$ cat src/rtl/multi_block_layer_scheduler.sv
// Round-robin layer fetch across NUM_BLOCKS ranges, CIM/NPU
// assignment against a per-round CIM budget, ordered dispatch.
module multi_block_layer_scheduler #(
    parameter int NUM_BLOCKS = 2,
    parameter int BUF_DEPTH  = 4,
    parameter int ADDR_W     = 32,
    parameter int DATA_W     = 32,
    parameter int LEN_W      = 8,
    localparam int BW = (NUM_BLOCKS > 1) ? $clog2(NUM_BLOCKS) : 1
) (
    input  logic                         clk_i,
    input  logic                         rst_i,
    input  logic [DATA_W-1:0]            npu_capability_i,
    input  logic [DATA_W-1:0]            cim_capability_i,
    input  logic [NUM_BLOCKS*ADDR_W-1:0] block_start_i,
    input  logic [NUM_BLOCKS*LEN_W-1:0]  block_length_i,
    input  logic                         schedule_valid_i,
    output logic                         schedule_ready_o,
    output logic                         cfg_req_o,
    output logic [ADDR_W-1:0]            cfg_addr_o,
    input  logic                         cfg_rvalid_i,
    input  logic [DATA_W-1:0]            cfg_rdata_i,
    output logic                         dispatch_valid_o,
    input  logic                         dispatch_ready_i,
    output logic [BW-1:0]                dispatch_block_o,
    output logic [ADDR_W-1:0]            dispatch_addr_o,
    output logic [DATA_W-1:0]            dispatch_cost_o,
    output logic                         dispatch_target_o,
    output logic                         dispatch_err_o,
    output logic                         dispatch_last_o,
    output logic                         busy_o,
    output logic                         done_o
);

    localparam int CW = $clog2(BUF_DEPTH + 1);
    localparam int IW = (BUF_DEPTH > 1) ? $clog2(BUF_DEPTH) : 1;

    typedef enum logic [1:0] {IDLE, LOAD, COMPARE, DISPATCH} state_t;

    state_t            state_q;
    logic              ready_q;
    logic              done_q;
    logic              req_q;
    logic [ADDR_W-1:0] addr_q;
    logic [BW-1:0]     rblk_q;
    logic [BW-1:0]     last_q;
    logic [DATA_W-1:0] npu_cap_q;
    logic [DATA_W-1:0] cim_cap_q;
    logic [DATA_W-1:0] rem_q;
    logic [CW-1:0]     cnt_q;
    logic [IW-1:0]     idx_q;
    logic              valid_q;

    logic [ADDR_W-1:0] start_q [NUM_BLOCKS];
    logic [LEN_W-1:0]  len_q   [NUM_BLOCKS];
    logic [LEN_W-1:0]  ptr_q   [NUM_BLOCKS];

    logic [BW-1:0]     buf_blk  [BUF_DEPTH];
    logic [ADDR_W-1:0] buf_addr [BUF_DEPTH];
    logic [DATA_W-1:0] buf_cost [BUF_DEPTH];
    logic              buf_tgt  [BUF_DEPTH];
    logic              buf_err  [BUF_DEPTH];

    logic [NUM_BLOCKS-1:0] rem_vec;
    logic                  any_rem;
    logic                  found;
    logic [BW-1:0]         sel;
    logic                  lens_zero;
    logic                  idx_last;
    logic [DATA_W-1:0]     cur_cost;

    // Pick the lowest pending block above the last served one, else wrap.
    always_comb begin
        rem_vec = '0;
        for (int i = 0; i < NUM_BLOCKS; i++)
            rem_vec[i] = ptr_q[i] < len_q[i];
        any_rem = |rem_vec;
        sel     = '0;
        found   = 1'b0;
        for (int i = NUM_BLOCKS - 1; i >= 0; i--) begin
            if (rem_vec[i] && BW'(i) > last_q) begin
                sel   = BW'(i);
                found = 1'b1;
            end
        end
        if (!found) begin
            for (int i = NUM_BLOCKS - 1; i >= 0; i--)
                if (rem_vec[i]) sel = BW'(i);
        end
    end

    always_comb begin
        lens_zero = 1'b1;
        for (int i = 0; i < NUM_BLOCKS; i++)
            if (block_length_i[i*LEN_W +: LEN_W] != '0) lens_zero = 1'b0;
    end

    assign idx_last = (CW'(idx_q) == cnt_q - CW'(1));
    assign cur_cost = buf_cost[idx_q];

    always_ff @(posedge clk_i or posedge rst_i) begin
        if (rst_i) begin
            state_q   <= IDLE;
            ready_q   <= 1'b0;
            done_q    <= 1'b0;
            req_q     <= 1'b0;
            addr_q    <= '0;
            rblk_q    <= '0;
            last_q    <= '0;
            npu_cap_q <= '0;
            cim_cap_q <= '0;
            rem_q     <= '0;
            cnt_q     <= '0;
            idx_q     <= '0;
            valid_q   <= 1'b0;
            for (int i = 0; i < NUM_BLOCKS; i++) begin
                start_q[i] <= '0;
                len_q[i]   <= '0;
                ptr_q[i]   <= '0;
            end
            for (int i = 0; i < BUF_DEPTH; i++) begin
                buf_blk[i]  <= '0;
                buf_addr[i] <= '0;
                buf_cost[i] <= '0;
                buf_tgt[i]  <= 1'b0;
                buf_err[i]  <= 1'b0;
            end
        end else begin
            done_q <= 1'b0;
            unique case (state_q)
                IDLE: begin
                    ready_q <= 1'b1;
                    if (schedule_valid_i && ready_q) begin
                        npu_cap_q <= npu_capability_i;
                        cim_cap_q <= cim_capability_i;
                        last_q    <= BW'(NUM_BLOCKS - 1);
                        cnt_q     <= '0;
                        for (int i = 0; i < NUM_BLOCKS; i++) begin
                            start_q[i] <= block_start_i[i*ADDR_W +: ADDR_W];
                            len_q[i]   <= block_length_i[i*LEN_W +: LEN_W];
                            ptr_q[i]   <= '0;
                        end
                        if (lens_zero) begin
                            done_q <= 1'b1;
                        end else begin
                            ready_q <= 1'b0;
                            state_q <= LOAD;
                        end
                    end
                end
                LOAD: begin
                    if (req_q) begin
                        if (cfg_rvalid_i) begin
                            req_q                   <= 1'b0;
                            buf_blk[cnt_q[IW-1:0]]  <= rblk_q;
                            buf_addr[cnt_q[IW-1:0]] <= addr_q;
                            buf_cost[cnt_q[IW-1:0]] <= cfg_rdata_i;
                            ptr_q[rblk_q] <= ptr_q[rblk_q] + LEN_W'(1);
                            last_q        <= rblk_q;
                            cnt_q         <= cnt_q + CW'(1);
                        end
                    end else if (cnt_q == CW'(BUF_DEPTH) || !any_rem) begin
                        state_q <= COMPARE;
                        idx_q   <= '0;
                        rem_q   <= cim_cap_q;
                    end else begin
                        req_q  <= 1'b1;
                        addr_q <= start_q[sel] + ADDR_W'(ptr_q[sel]);
                        rblk_q <= sel;
                    end
                end
                COMPARE: begin
                    if (cur_cost <= rem_q) begin
                        buf_tgt[idx_q] <= 1'b1;
                        buf_err[idx_q] <= 1'b0;
                        rem_q          <= rem_q - cur_cost;
                    end else begin
                        buf_tgt[idx_q] <= 1'b0;
                        buf_err[idx_q] <= cur_cost > npu_cap_q;
                    end
                    if (idx_last) begin
                        state_q <= DISPATCH;
                        idx_q   <= '0;
                        valid_q <= 1'b1;
                    end else begin
                        idx_q <= idx_q + IW'(1);
                    end
                end
                DISPATCH: begin
                    if (valid_q && dispatch_ready_i) begin
                        if (idx_last) begin
                            valid_q <= 1'b0;
                            cnt_q   <= '0;
                            idx_q   <= '0;
                            if (any_rem) begin
                                state_q <= LOAD;
                            end else begin
                                state_q <= IDLE;
                                ready_q <= 1'b1;
                                done_q  <= 1'b1;
                            end
                        end else begin
                            idx_q <= idx_q + IW'(1);
                        end
                    end
                end
                default: state_q <= IDLE;
            endcase
        end
    end

    assign schedule_ready_o  = ready_q;
    assign cfg_req_o         = req_q;
    assign cfg_addr_o        = addr_q;
    assign dispatch_valid_o  = valid_q;
    assign dispatch_block_o  = valid_q ? buf_blk[idx_q]  : '0;
    assign dispatch_addr_o   = valid_q ? buf_addr[idx_q] : '0;
    assign dispatch_cost_o   = valid_q ? buf_cost[idx_q] : '0;
    assign dispatch_target_o = valid_q & buf_tgt[idx_q];
    assign dispatch_err_o    = valid_q & buf_err[idx_q];
    assign dispatch_last_o   = valid_q & idx_last & ~any_rem;
    assign busy_o            = state_q != IDLE;
    assign done_o            = done_q;

endmodule

$ cat config.mk
export PLATFORM = sky130hd
export DESIGN_NAME = multi_block_layer_scheduler
export DESIGN_NICKNAME = d
export VERILOG_FILES = /design/src/rtl/multi_block_layer_scheduler.sv
export SDC_FILE = /design/constraint.sdc
export NUM_CORES = 1
export LEC_CHECK = 0
export CORE_ASPECT_RATIO = 1.1
export CORE_MARGIN = 5
export CORE_UTILIZATION = 35
export CTS_CLUSTER_SIZE = 28
export DETAILED_ROUTE_END_ITERATION = 10
export GPL_TIMING_DRIVEN = 0
export PLACE_DENSITY = 0.59
export SKIP_CTS_REPAIR_TIMING = 1
export SLEW_MARGIN = 20
export SYNTH_ARGS = -nofsm -noshare
export SYNTH_HDL_FRONTEND = slang
export SYNTH_SLANG_ARGS = --single-unit
$ cat constraint.sdc
create_clock -name clk_i -period 31.3 [get_ports clk_i]
set_input_delay 3.13 -clock clk_i [delete_from_list [all_inputs] [get_ports clk_i]]
set_output_delay 3.13 -clock clk_i [all_outputs]
set_load 0.01 [all_outputs]
==> impl_results.md, run 1 <==
- Result of the run: completed
- Critical Path Fanout Max: 10
- Compound-gate portion of the synthesized area: 0.0820
- FFs w/ async S/R, synth: 1.00
- Die footprint: 80,800 um2
- PnR worst setup slack: 24.33 ns
- Reg-to-reg setup timing slack: 24.88 ns
- Max-cap violations: 0
- Post-Place Setup Slack: 24.89 ns
- Worst slew slack as a fraction of its limit: 0.248
- Estimated wirelength of the detail-placed design: 59.8 mm
- Leakage component of the power: 14.6 nW
- Setup_tns: 0 ns
- Chip Width: 272 um
- Synthesized-area fraction occupied by adder cells: 0.0490
- Synthesized area: 26,300 um2
- DR WL/cell: 22.2 um
- Number of vias in the routed layout: 18,887
- Worst min path class: register to register
- Combinational fraction of design power: 0.492
- Die boundary height: 298 um
- Boundary Pins: 286
- Synth Instances: 2,218
- Clk root buf: clkbuf_16
- Port-buffer cells: 285
- Worst setup skew after layout: 0.0186 ns
- Largest family of logic cells by synthesized area: multiplexers
- Maximum level of the CTS H-tree: 2
- Initial antenna violation count: 2
- Actual transition at the worst max-transition pin: 1.13 ns
- Total setup violations reported at the end of the flow: 0
- Terminating pin of the worst hold path: buf_blk[2]
- Basic-gate share of the synthesized area counting and, or, nand and nor cells: 0.0931
- Final critical-path share of the clock period: 0.223
- Weighted congestion reported at the end of routability-driven placement: 0.923
- Mux share of post-synthesis cell area: 0.247
- Switching power share of the total: 0.389
- Area delta synth->final: 23.4%
- DRT Pass-1 Iters: 5
- TritonCTS buffer count: 58
- Maximum operating frequency: 143 MHz
- Required time worst endpoint: 28.17 ns
- Final wirelength: 79.4 mm
- Hold path depth: 2
- Post-CTS clock slew at the launch and capture registers of the worst setup and hold paths: 0.06 ns
- Mean cell area of the mapped netlist: 11.9 um2
- Clock tree from TritonCTS: done
- Crit Path Category: register to primary output
- Post-synthesis xor/xnor area fraction: 0.0166
- Core footprint: 74,600 um2
- Maximum clock insertion buffer count: 3
- Sequential area share after synthesis: 0.480
- Critical path arrival: 3.84 ns
- Via count of the first global-routing pass: 20,449
- Leading cell type in the layout, fill and taps excluded: dfrtp_1
- Largest net degree at the start of global routing: 109
- Post-synth cell types: 72
- Number of nets produced by synthesis: 2,501
- Net count reported at finish: 2,850
- Prevailing post-synth register cell: dfrtp_1
- # clock sinks: 505
- Average via count per standard cell: 5.28
- Cell area power density: 110 nW/um2
- Number of max-slew violations in the final report: 0
- Switching power: 1.39 mW
- R2R cell count: 21
- Critical path endpoint category: primary output
- Initial DRC Count: 867
- Maximum VDD drop: 0.0522 mV
- Aggregate global routing overflow: 0
- Count of flip-flops with a built-in enable after synthesis: 0
- Worst hold start: buf_blk[2]
- Critical register-to-register path endpoint: cfg_addr_o[16]
- Ys Warns: 0
- Shortest clock period the worst path allows after layout: 6.97 ns
- Worst-skew pair later-pin latency: 0.62 ns
- Most frequent cells in the layout: dfrtp_1 (505), mux2_2 (411), clkdlybuf4s50_1 (285)
- Share of power burned in the clock network: 0.196
- Flop and latch count out of synthesis: 505
- Power share of the sequential group: 0.312
- Initial standard-cell utilization of the core: 0.353
- Reg2Reg Launch Point: ptr_q[5]
- Count of antenna-violating nets left after detailed routing: 0
- Internal power: 2.18 mW
- DRC violations left: 0
- Global routing usage summed across all routing layers: 0.193
- Hold violation count in the final report: 0
- First-pass GRT wire length: 123 mm
- Standard-cell rows: 105
- Setup repair after global routing missed its margin: no
- Layout cell share with drive strength beyond 1: 0.234
- Fillers: 6,916
- Kind of start point of the critical path: register
==> area by class of cell <==
type	count	area, um2	area share
antenna	2	5.00	0.000154
inverter	110	420	0.0129
clock inverter	26	338	0.0104
sequential	505	12600	0.389
tap	963	1200	0.0371
timing repair buffer	289	2960	0.0912
multi-input combinational	1490	12800	0.395
clock buffer	78	1630	0.0501
buffer	113	445	0.0137
==> registers in the layout (all words and copies together) (netlist names), 32 cells and up, named ones only <==
signal / flops
buf_addr: 128
buf_cost: 128
start_q: 64
cfg_addr_o: 32
cim_cap_q: 32
npu_cap_q: 32
rem_q: 32
==> how the worst max path moves through the flow <==
stage	from	end	cells after the start
global placement	rst_i	start_q[60]	2
detailed placement	idx_q[1]	dispatch_addr_o[30]	6
CTS	idx_q[1]	dispatch_addr_o[30]	6
global route	idx_q[1]	dispatch_addr_o[17]	6
floorplan	rst_i	async pin	1
finish	idx_q[1]	dispatch_addr_o[26]	6
==> stage by stage <==
stage	cells	area (um2)	hold WS, ns	power, mW	utilization
floorplan	2218	26300	0.445	2.25	-
global placement	3466	30400	0.458	2.83	0.407
detailed placement	3470	30500	0.475	2.88	0.409
CTS	3574	32500	0.488	3.60	0.435
global route	3575	32500	0.506	3.82	0.435
finish	3576	32500	0.485	3.57	0.435
==> power groups by stage <==
stage / Sequential, mW / Combinational, mW / Clock [mW]
floorplan: 1.06 / 1.20 / 0
global placement: 1.10 / 1.73 / 0
detailed placement: 1.12 / 1.76 / 0
CTS: 1.11 / 1.77 / 0.718
global route: 1.15 / 1.93 / 0.743
finish: 1.11 / 1.76 / 0.699
==> critical path, stage by stage, from the launching register on <==
cell and delay [ns]:
dfrtp_1 0.37, clkbuf_1 0.39, buf_1 0.68, clkbuf_1 0.66
mux4_2 0.44, and2_1 0.18, clkdlybuf4s50_1 0.48
==> logic make-up after synthesis <==
family | count (synthesis)
mux | 515
buf+inv | 223
flops | 505
xor+xnor | 50
compound gates | 333
simple gates | 490
fa+ha+maj | 102
==> routing by layer <==
layer | routed length, um | track usage | vias to the layer above
met2 | 39900 | 0.343 | 483
met5 | 0 | 0 | -
met1 | 32900 | 0.239 | 9579
li1 | - | - | 8676
met4 | 2650 | 0.0596 | 0
met3 | 3970 | 0.0358 | 149
==> Yosys cell counts, types with 14 or more instances <==
| cell type | count | area, um2 |
|---|---|---|
| a21o_1 | 34 | 255 |
| mux2i_1 | 37 | 370 |
| a21oi_1 | 91 | 455 |
| o21ai_0 | 78 | 390 |
| mux2_2 | 411 | 4630 |
| and3_1 | 17 | 106 |
| nand3_1 | 38 | 190 |
| nor3_1 | 27 | 135 |
| nand4_1 | 24 | 150 |
| mux4_2 | 67 | 1510 |
| and2_1 | 74 | 463 |
| ha_1 | 100 | 1250 |
| nor2b_1 | 16 | 100 |
| a31oi_1 | 14 | 87.6 |
| clkbuf_1 | 93 | 349 |
| a22o_1 | 21 | 184 |
| xor2_1 | 19 | 166 |
| nor2_1 | 67 | 251 |
| nand2_1 | 164 | 616 |
| dfrtp_1 | 505 | 12600 |
| xnor2_1 | 31 | 272 |
| inv_1 | 109 | 409 |
(Power assumes the default switching activity.)
==> inputs of run 2 (changes only) <==
--- a/config.mk
+++ b/config.mk
@@ -11,7 +11,7 @@
 export CTS_CLUSTER_SIZE = 28
 export DETAILED_ROUTE_END_ITERATION = 10
 export GPL_TIMING_DRIVEN = 0
-export PLACE_DENSITY = 0.59
+export PLACE_DENSITY = 0.61
 export SKIP_CTS_REPAIR_TIMING = 1
 export SLEW_MARGIN = 20
 export SYNTH_ARGS = -nofsm -noshare
==> constraint.sdc (replaced) <==
create_clock -name clk_i -period 5.59 [get_ports clk_i]
set_input_delay 0.559 -clock clk_i [delete_from_list [all_inputs] [get_ports clk_i]]
set_output_delay 0.559 -clock clk_i [all_outputs]
set_load 0.01 [all_outputs]
==> run 2 against run 1 <==
  * Register-to-register slack got worse by 25 ns
  * Critical path depth increased by 14
  * Flip-flop and latch count unchanged
  * Worst hold slack got worse by 0.19 ns
  * Clock power increased to 6.0 times the previous value
  * Largest cell class unchanged
  * Largest power group unchanged
==> impl_results.md, run 2 (synthesized netlist as in run 1, its figures left out) <==
- Result of the run: completed
- Initial antenna violation count: 2
- Critical path arrival: 5.95 ns
- First-pass GRT wire length: 122 mm
- Kind of start point of the critical path: register
- Largest registers: buf_addr: 128 flops, buf_cost: 128 flops, start_q: 64 flops
- Clock tree from TritonCTS: done
- Crit Path Category: register to register
- Total setup violations reported at the end of the flow: 0
- Average via count per standard cell: 5.26
- TritonCTS buffer count: 58
- Final critical-path share of the clock period: 0.973
- Initial DRC Count: 1,122
- Via count of the first global-routing pass: 20,646
- DRC violations left: 0
- Critical Path Fanout Max: 19
- Met1 Usage GRT: 0.237
- Power share of the sequential group: 0.307
- Net count reported at finish: 2,863
- Initial standard-cell utilization of the core: 0.353
- Maximum level of the CTS H-tree: 2
- Boundary Pins: 286
- Aggregate global routing overflow: 0
- Weighted congestion reported at the end of routability-driven placement: 0.878
- Post-CTS clock slew at the launch and capture registers of the worst setup and hold paths: 0.06 ns
- Switching power share of the total: 0.385
- Met2 GRT Util: 0.340
- Reg-to-reg setup timing slack: 0.15 ns
- Number of vias in the routed layout: 18,885
- Maximum operating frequency: 184 MHz
- Hold violation count in the final report: 0
- DR WL/cell: 22.1 um
- Die boundary height: 298 um
- Most frequent cells in the layout: dfrtp_1 (505), mux2_2 (411), clkdlybuf4s50_1 (285)
- Global routing usage summed across all routing layers: 0.193
- Layout cell share with drive strength beyond 1: 0.245
- Largest net degree at the start of global routing: 38
- Clk root buf: clkbuf_16
- Switching power: 7.82 mW
- DRT Pass-1 Iters: 5
- Estimated wirelength of the detail-placed design: 60.9 mm
- R2R cell count: 20
- Final-layout worst hold slack: 0.299 ns
- Combinational fraction of design power: 0.486
- Core footprint: 74,600 um2
- Critical path endpoint category: register
- Final wirelength: 79.3 mm
- Worst slew slack as a fraction of its limit: 0.231
- Leading cell type in the layout, fill and taps excluded: dfrtp_1
- Count of antenna-violating nets left after detailed routing: 0
- Maximum clock insertion buffer count: 3
- Worst-skew pair later-pin latency: 0.63 ns
- Port-buffer cells: 285
- Area delta synth->final: 25.1%
- Actual transition at the worst max-transition pin: 1.15 ns
- Setup repair after global routing missed its margin: yes
- Cell area power density: 616 nW/um2
- Critical register-to-register path endpoint: cfg_addr_o[16]
- Standard-cell rows: 105
- Design area: 33,000 um2
- Die footprint: 80,800 um2
- Met3 track demand over resource: 0.0373
- Chip Width: 272 um
- Shortest clock period the worst path allows after layout: 5.44 ns
- Internal power: 12.5 mW
- Leakage component of the power: 14.8 nW
- Share of power burned in the clock network: 0.207
- Required time worst endpoint: 6.09 ns
- Placement Cell Area: 30,800 um2
- # clock sinks: 505
- Reg2Reg Launch Point: ptr_q[7]
- Max-cap violations: 0
- Worst min path class: input pin to async pin
- Worst setup skew after layout: 0.0196 ns
- Maximum VDD drop: 0.335 mV
- Number of max-slew violations in the final report: 0
- Gr busiest metal: met2
run 2: final cells by class:
class	count	area [um2]
antenna	1	2.50
sequential	505	12600
clock buffer	69	1560
fill	6890	41700
clock inverter	39	578
inverter	110	417
timing repair buffer	303	3220
buffer	112	452
tap	963	1200
multi-input combinational	1490	12900
run 2: worst max-delay path by stage:
stage	slack [ns]	depth (start not counted)	start	to
3_3_place_gp	-4.77	2	rst_i	npu_cap_q[4]
6_report	0.15	20	ptr_q[7]	cfg_addr_o[16]
4_1_cts	-0.62	21	ptr_q[5]	cfg_addr_o[16]
3_5_place_dp	-0.60	21	ptr_q[5]	cfg_addr_o[16]
2_1_floorplan	-1.82	1	rst_i	async pin
5_1_grt	-0.15	20	ptr_q[5]	cfg_addr_o[16]
run 2: per-stage QoR:
stage	std cells	TNS, ns	util	total power [mW]	setup WS, ns
after floorplan	2218	-920.82	-	12.6	-1.82
after global placement	3466	-2379.78	0.407	15.8	-4.77
after detailed placement	3483	-5.25	0.412	16.2	-0.602
after CTS	3591	-5.59	0.441	20.5	-0.615
after global routing	3592	-0.521	0.442	21.8	-0.146
final	3592	0	0.442	20.3	0.149
run 2: layer usage:
metal,share of wire,up-vias
met3,0.052,138
met4,0.036,0
met5,0,-
li1,-,8726
met1,0.40,9515
met2,0.51,506
run 2: worst max-delay path, stage by stage, from the launching register on:
cell and delay (ns):
dfrtp_1 0.44, ha_1 0.32, and2_1 0.18, a221oi_1 0.43, o21ai_2 0.27, nor2_2 0.37, clkbuf_4 0.38, clkbuf_2 0.28
nand2_1 0.08, nand2_1 0.10, ha_1 0.23, fa_1 0.22, a21o_1 0.13, a21oi_1 0.09, o21bai_1 0.21, a21oi_2 0.16
or2_2 0.30, clkbuf_1 0.20, or4_1 0.50, a211o_1 0.30, o311ai_0 0.10
run 2: power groups by stage:
stage	clock, mW	combinational [mW]	sequential, mW
2_1_floorplan	0	6.71	5.91
3_3_place_gp	0	9.66	6.18
3_5_place_dp	0	9.87	6.29
4_1_cts	4.32	9.93	6.23
5_1_grt	4.45	10.9	6.42
6_report	4.20	9.87	6.24
==> inputs of run 3 (changes only) <==
--- a/config.mk
+++ b/config.mk
@@ -8,6 +8,7 @@
 export CORE_ASPECT_RATIO = 1.1
 export CORE_MARGIN = 5
 export CORE_UTILIZATION = 35
+export CTS_BUF_LIST = sky130_fd_sc_hd__clkbuf_4 sky130_fd_sc_hd__clkbuf_8
 export CTS_CLUSTER_SIZE = 28
 export DETAILED_ROUTE_END_ITERATION = 10
 export GPL_TIMING_DRIVEN = 0
==> run 3 against run 2 <==
  * Critical path depth is the same
  * Clock skew grew 0.042 ns
  * Worst hold slack lost 0.082 ns
  * Sequential power is essentially flat
  * Cell count grew 1.7%
  * Die area is the same
  * Sequential share of layout area is essentially flat
==> impl_results.md, run 3 (synthesized netlist as in run 1, its figures left out) <==
- Result of the run: completed
- Global routing usage summed across all routing layers: 0.196
- Leakage component of the power: 14.9 nW
- Count of antenna-violating nets left after detailed routing: 0
- Layout cell share with drive strength beyond 1: 0.263
- Placement Cell Area: 30,800 um2
- Boundary Pins: 286
- Die footprint: 80,800 um2
- TritonCTS buffer count: 91
- Cell with the biggest individual delay on the critical path: a21boi_1
- Most frequent cells in the layout: dfrtp_1 (505), mux2_2 (411), clkdlybuf4s50_1 (285)
- Weighted congestion reported at the end of routability-driven placement: 0.878
- Kind of start point of the critical path: register
- Ordered cell list for the critical path: ha_1 -> a21oi_1 -> o211a_1 -> a21boi_1 -> nor2_2 -> clkbuf_4 -> clkbuf_2 -> nand2_1 -> nand2_1 -> ha_1 -> fa_1 -> a21o_1 -> a21oi_1 -> o21bai_1 -> a21oi_2 -> or2_2 -> clkbuf_1 -> nor3_1 -> xnor2_1 -> o311ai_0
- Family with the most delay on the worst path: compound AO/OA/AOI/OAI gates
- Setup repair after global routing missed its margin: yes
- Largest net degree at the start of global routing: 38
- Final wirelength: 80.2 mm
- Maximum cell stage delay along the critical path: 0.75 ns
- Core footprint: 74,600 um2
- Critical path endpoint category: register
- Standard-cell rows: 105
- Estimated wirelength of the detail-placed design: 60.9 mm
- Chip Width: 272 um
- Met2 GRT Util: 0.348
- Cell area power density: 611 nW/um2
- Worst setup skew after layout: 0.0619 ns
- Actual transition at the worst max-transition pin: 1.18 ns
- Met1 Usage GRT: 0.237
- DRC violations left: 0
- PnR Total Power: 20.1 mW
- Met3 track demand over resource: 0.0408
- Maximum level of the CTS H-tree: 3
- Average via count per standard cell: 5.22
- Net count reported at finish: 2,896
- Via count of the first global-routing pass: 20,981
- Total setup violations reported at the end of the flow: 0
- Reg-to-reg setup timing slack: 0.07 ns
- # clock sinks: 505
- Worst min path class: input pin to async pin
- Worst slew slack as a fraction of its limit: 0.216
- R2R cell count: 20
- DR WL/cell: 22.0 um
- Max-cap violations: 0
- Fillers: 6,927
- PnR worst setup slack: 0.0673 ns
- Die boundary height: 298 um
- First-pass GRT wire length: 124 mm
- Crit path buf inv count: 3
- Aggregate global routing overflow: 0
- Shortest clock period the worst path allows after layout: 5.52 ns
- Worst-skew pair later-pin latency: 0.73 ns
- Post-Place Setup Slack: -0.602 ns
- Hold violation count in the final report: 0
- Initial standard-cell utilization of the core: 0.353
- Number of max-slew violations in the final report: 0
- Maximum VDD drop: 0.272 mV
- Number of vias in the routed layout: 19,071
- DRT Pass-1 Iters: 5
- Clk root buf: clkbuf_8
- Clock tree from TritonCTS: done
- Reg2Reg Launch Point: ptr_q[13]
- Critical Path Fanout Max: 19
- Maximum operating frequency: 181 MHz
- Gr busiest metal: met2
- Critical register-to-register path endpoint: cfg_addr_o[16]
- Final critical-path share of the clock period: 0.988
- Design area: 32,900 um2
- Initial antenna violation count: 3
- Port-buffer cells: 285
- Required time worst endpoint: 6.18 ns
- Inst Count DP: 3,483
- Maximum clock insertion buffer count: 3
- Area delta synth->final: 25.0%
- Largest registers: buf_addr: 128 flops, buf_cost: 128 flops, start_q: 64 flops
- Crit Path Category: register to register
- Initial DRC Count: 1,150
- Cell Count, Final, Fillers Out: 3,654
- Critical path arrival: 6.11 ns
- Post-CTS clock slew at the launch and capture registers of the worst setup and hold paths: 0.06 ns
- Setup_tns: 0 ns
- Leading cell type in the layout, fill and taps excluded: dfrtp_1
==> run 3: area by class of cell <==
class | instances | area, um2 | share of cell area
antenna | 2 | 5.00 | 0.000152
buffer | 112 | 452 | 0.0137
clock buffer | 138 | 1770 | 0.0537
clock inverter | 31 | 359 | 0.0109
inverter | 110 | 417 | 0.0127
multi-input combinational | 1490 | 12900 | 0.391
sequential | 505 | 12600 | 0.384
tap | 963 | 1200 | 0.0366
timing repair buffer | 303 | 3220 | 0.0979
==> run 3: stage by stage <==
step                       util  hold slack (ns)
after CTS                 0.441            0.167
after floorplan               -            0.445
after global placement    0.407            0.457
final                     0.441            0.217
after detailed placement  0.412            0.480
after global routing      0.441            0.216
==> run 3: worst reg2reg max path, stage by stage (launching register included) <==
cell and delay [ns]:
dfrtp_1 0.45, ha_1 0.32, a21oi_1 0.17, o211a_1 0.17, a21boi_1 0.75, nor2_2 0.22
clkbuf_4 0.33, clkbuf_2 0.25, nand2_1 0.10, nand2_1 0.08, ha_1 0.25, fa_1 0.41
a21o_1 0.20, a21oi_1 0.22, o21bai_1 0.13, a21oi_2 0.35, or2_2 0.18, clkbuf_1 0.31
nor3_1 0.13, xnor2_1 0.14, o311ai_0 0.29
==> run 3: worst max-delay path by stage <==
stage | startpoint | endpoint | slack (ns) | depth (start not counted)
3_5_place_dp | ptr_q[5] | cfg_addr_o[16] | -0.60 | 21
4_1_cts | ptr_q[5] | cfg_addr_o[16] | -0.61 | 21
5_1_grt | ptr_q[5] | cfg_addr_o[16] | -0.15 | 20
2_1_floorplan | rst_i | async pin | -1.82 | 1
6_report | ptr_q[13] | cfg_addr_o[16] | 0.07 | 20
3_3_place_gp | rst_i | npu_cap_q[4] | -4.77 | 2
==> run 3: power by group <==
| part | switching, mW | total (mW) | internal (mW) |
|---|---|---|---|
| clock | 1.67 | 4.00 | 2.33 |
| combinational | 5.11 | 9.87 | 4.76 |
| sequential | 1.09 | 6.24 | 5.15 |
| total | 7.87 | 20.1 | 12.2 |
==> run 3: routing by layer <==
metal	routed length [um]	up-vias
met5	7	-
li1	-	8820
met2	41400	485
met1	32500	9649
met4	2130	2
met3	4250	115
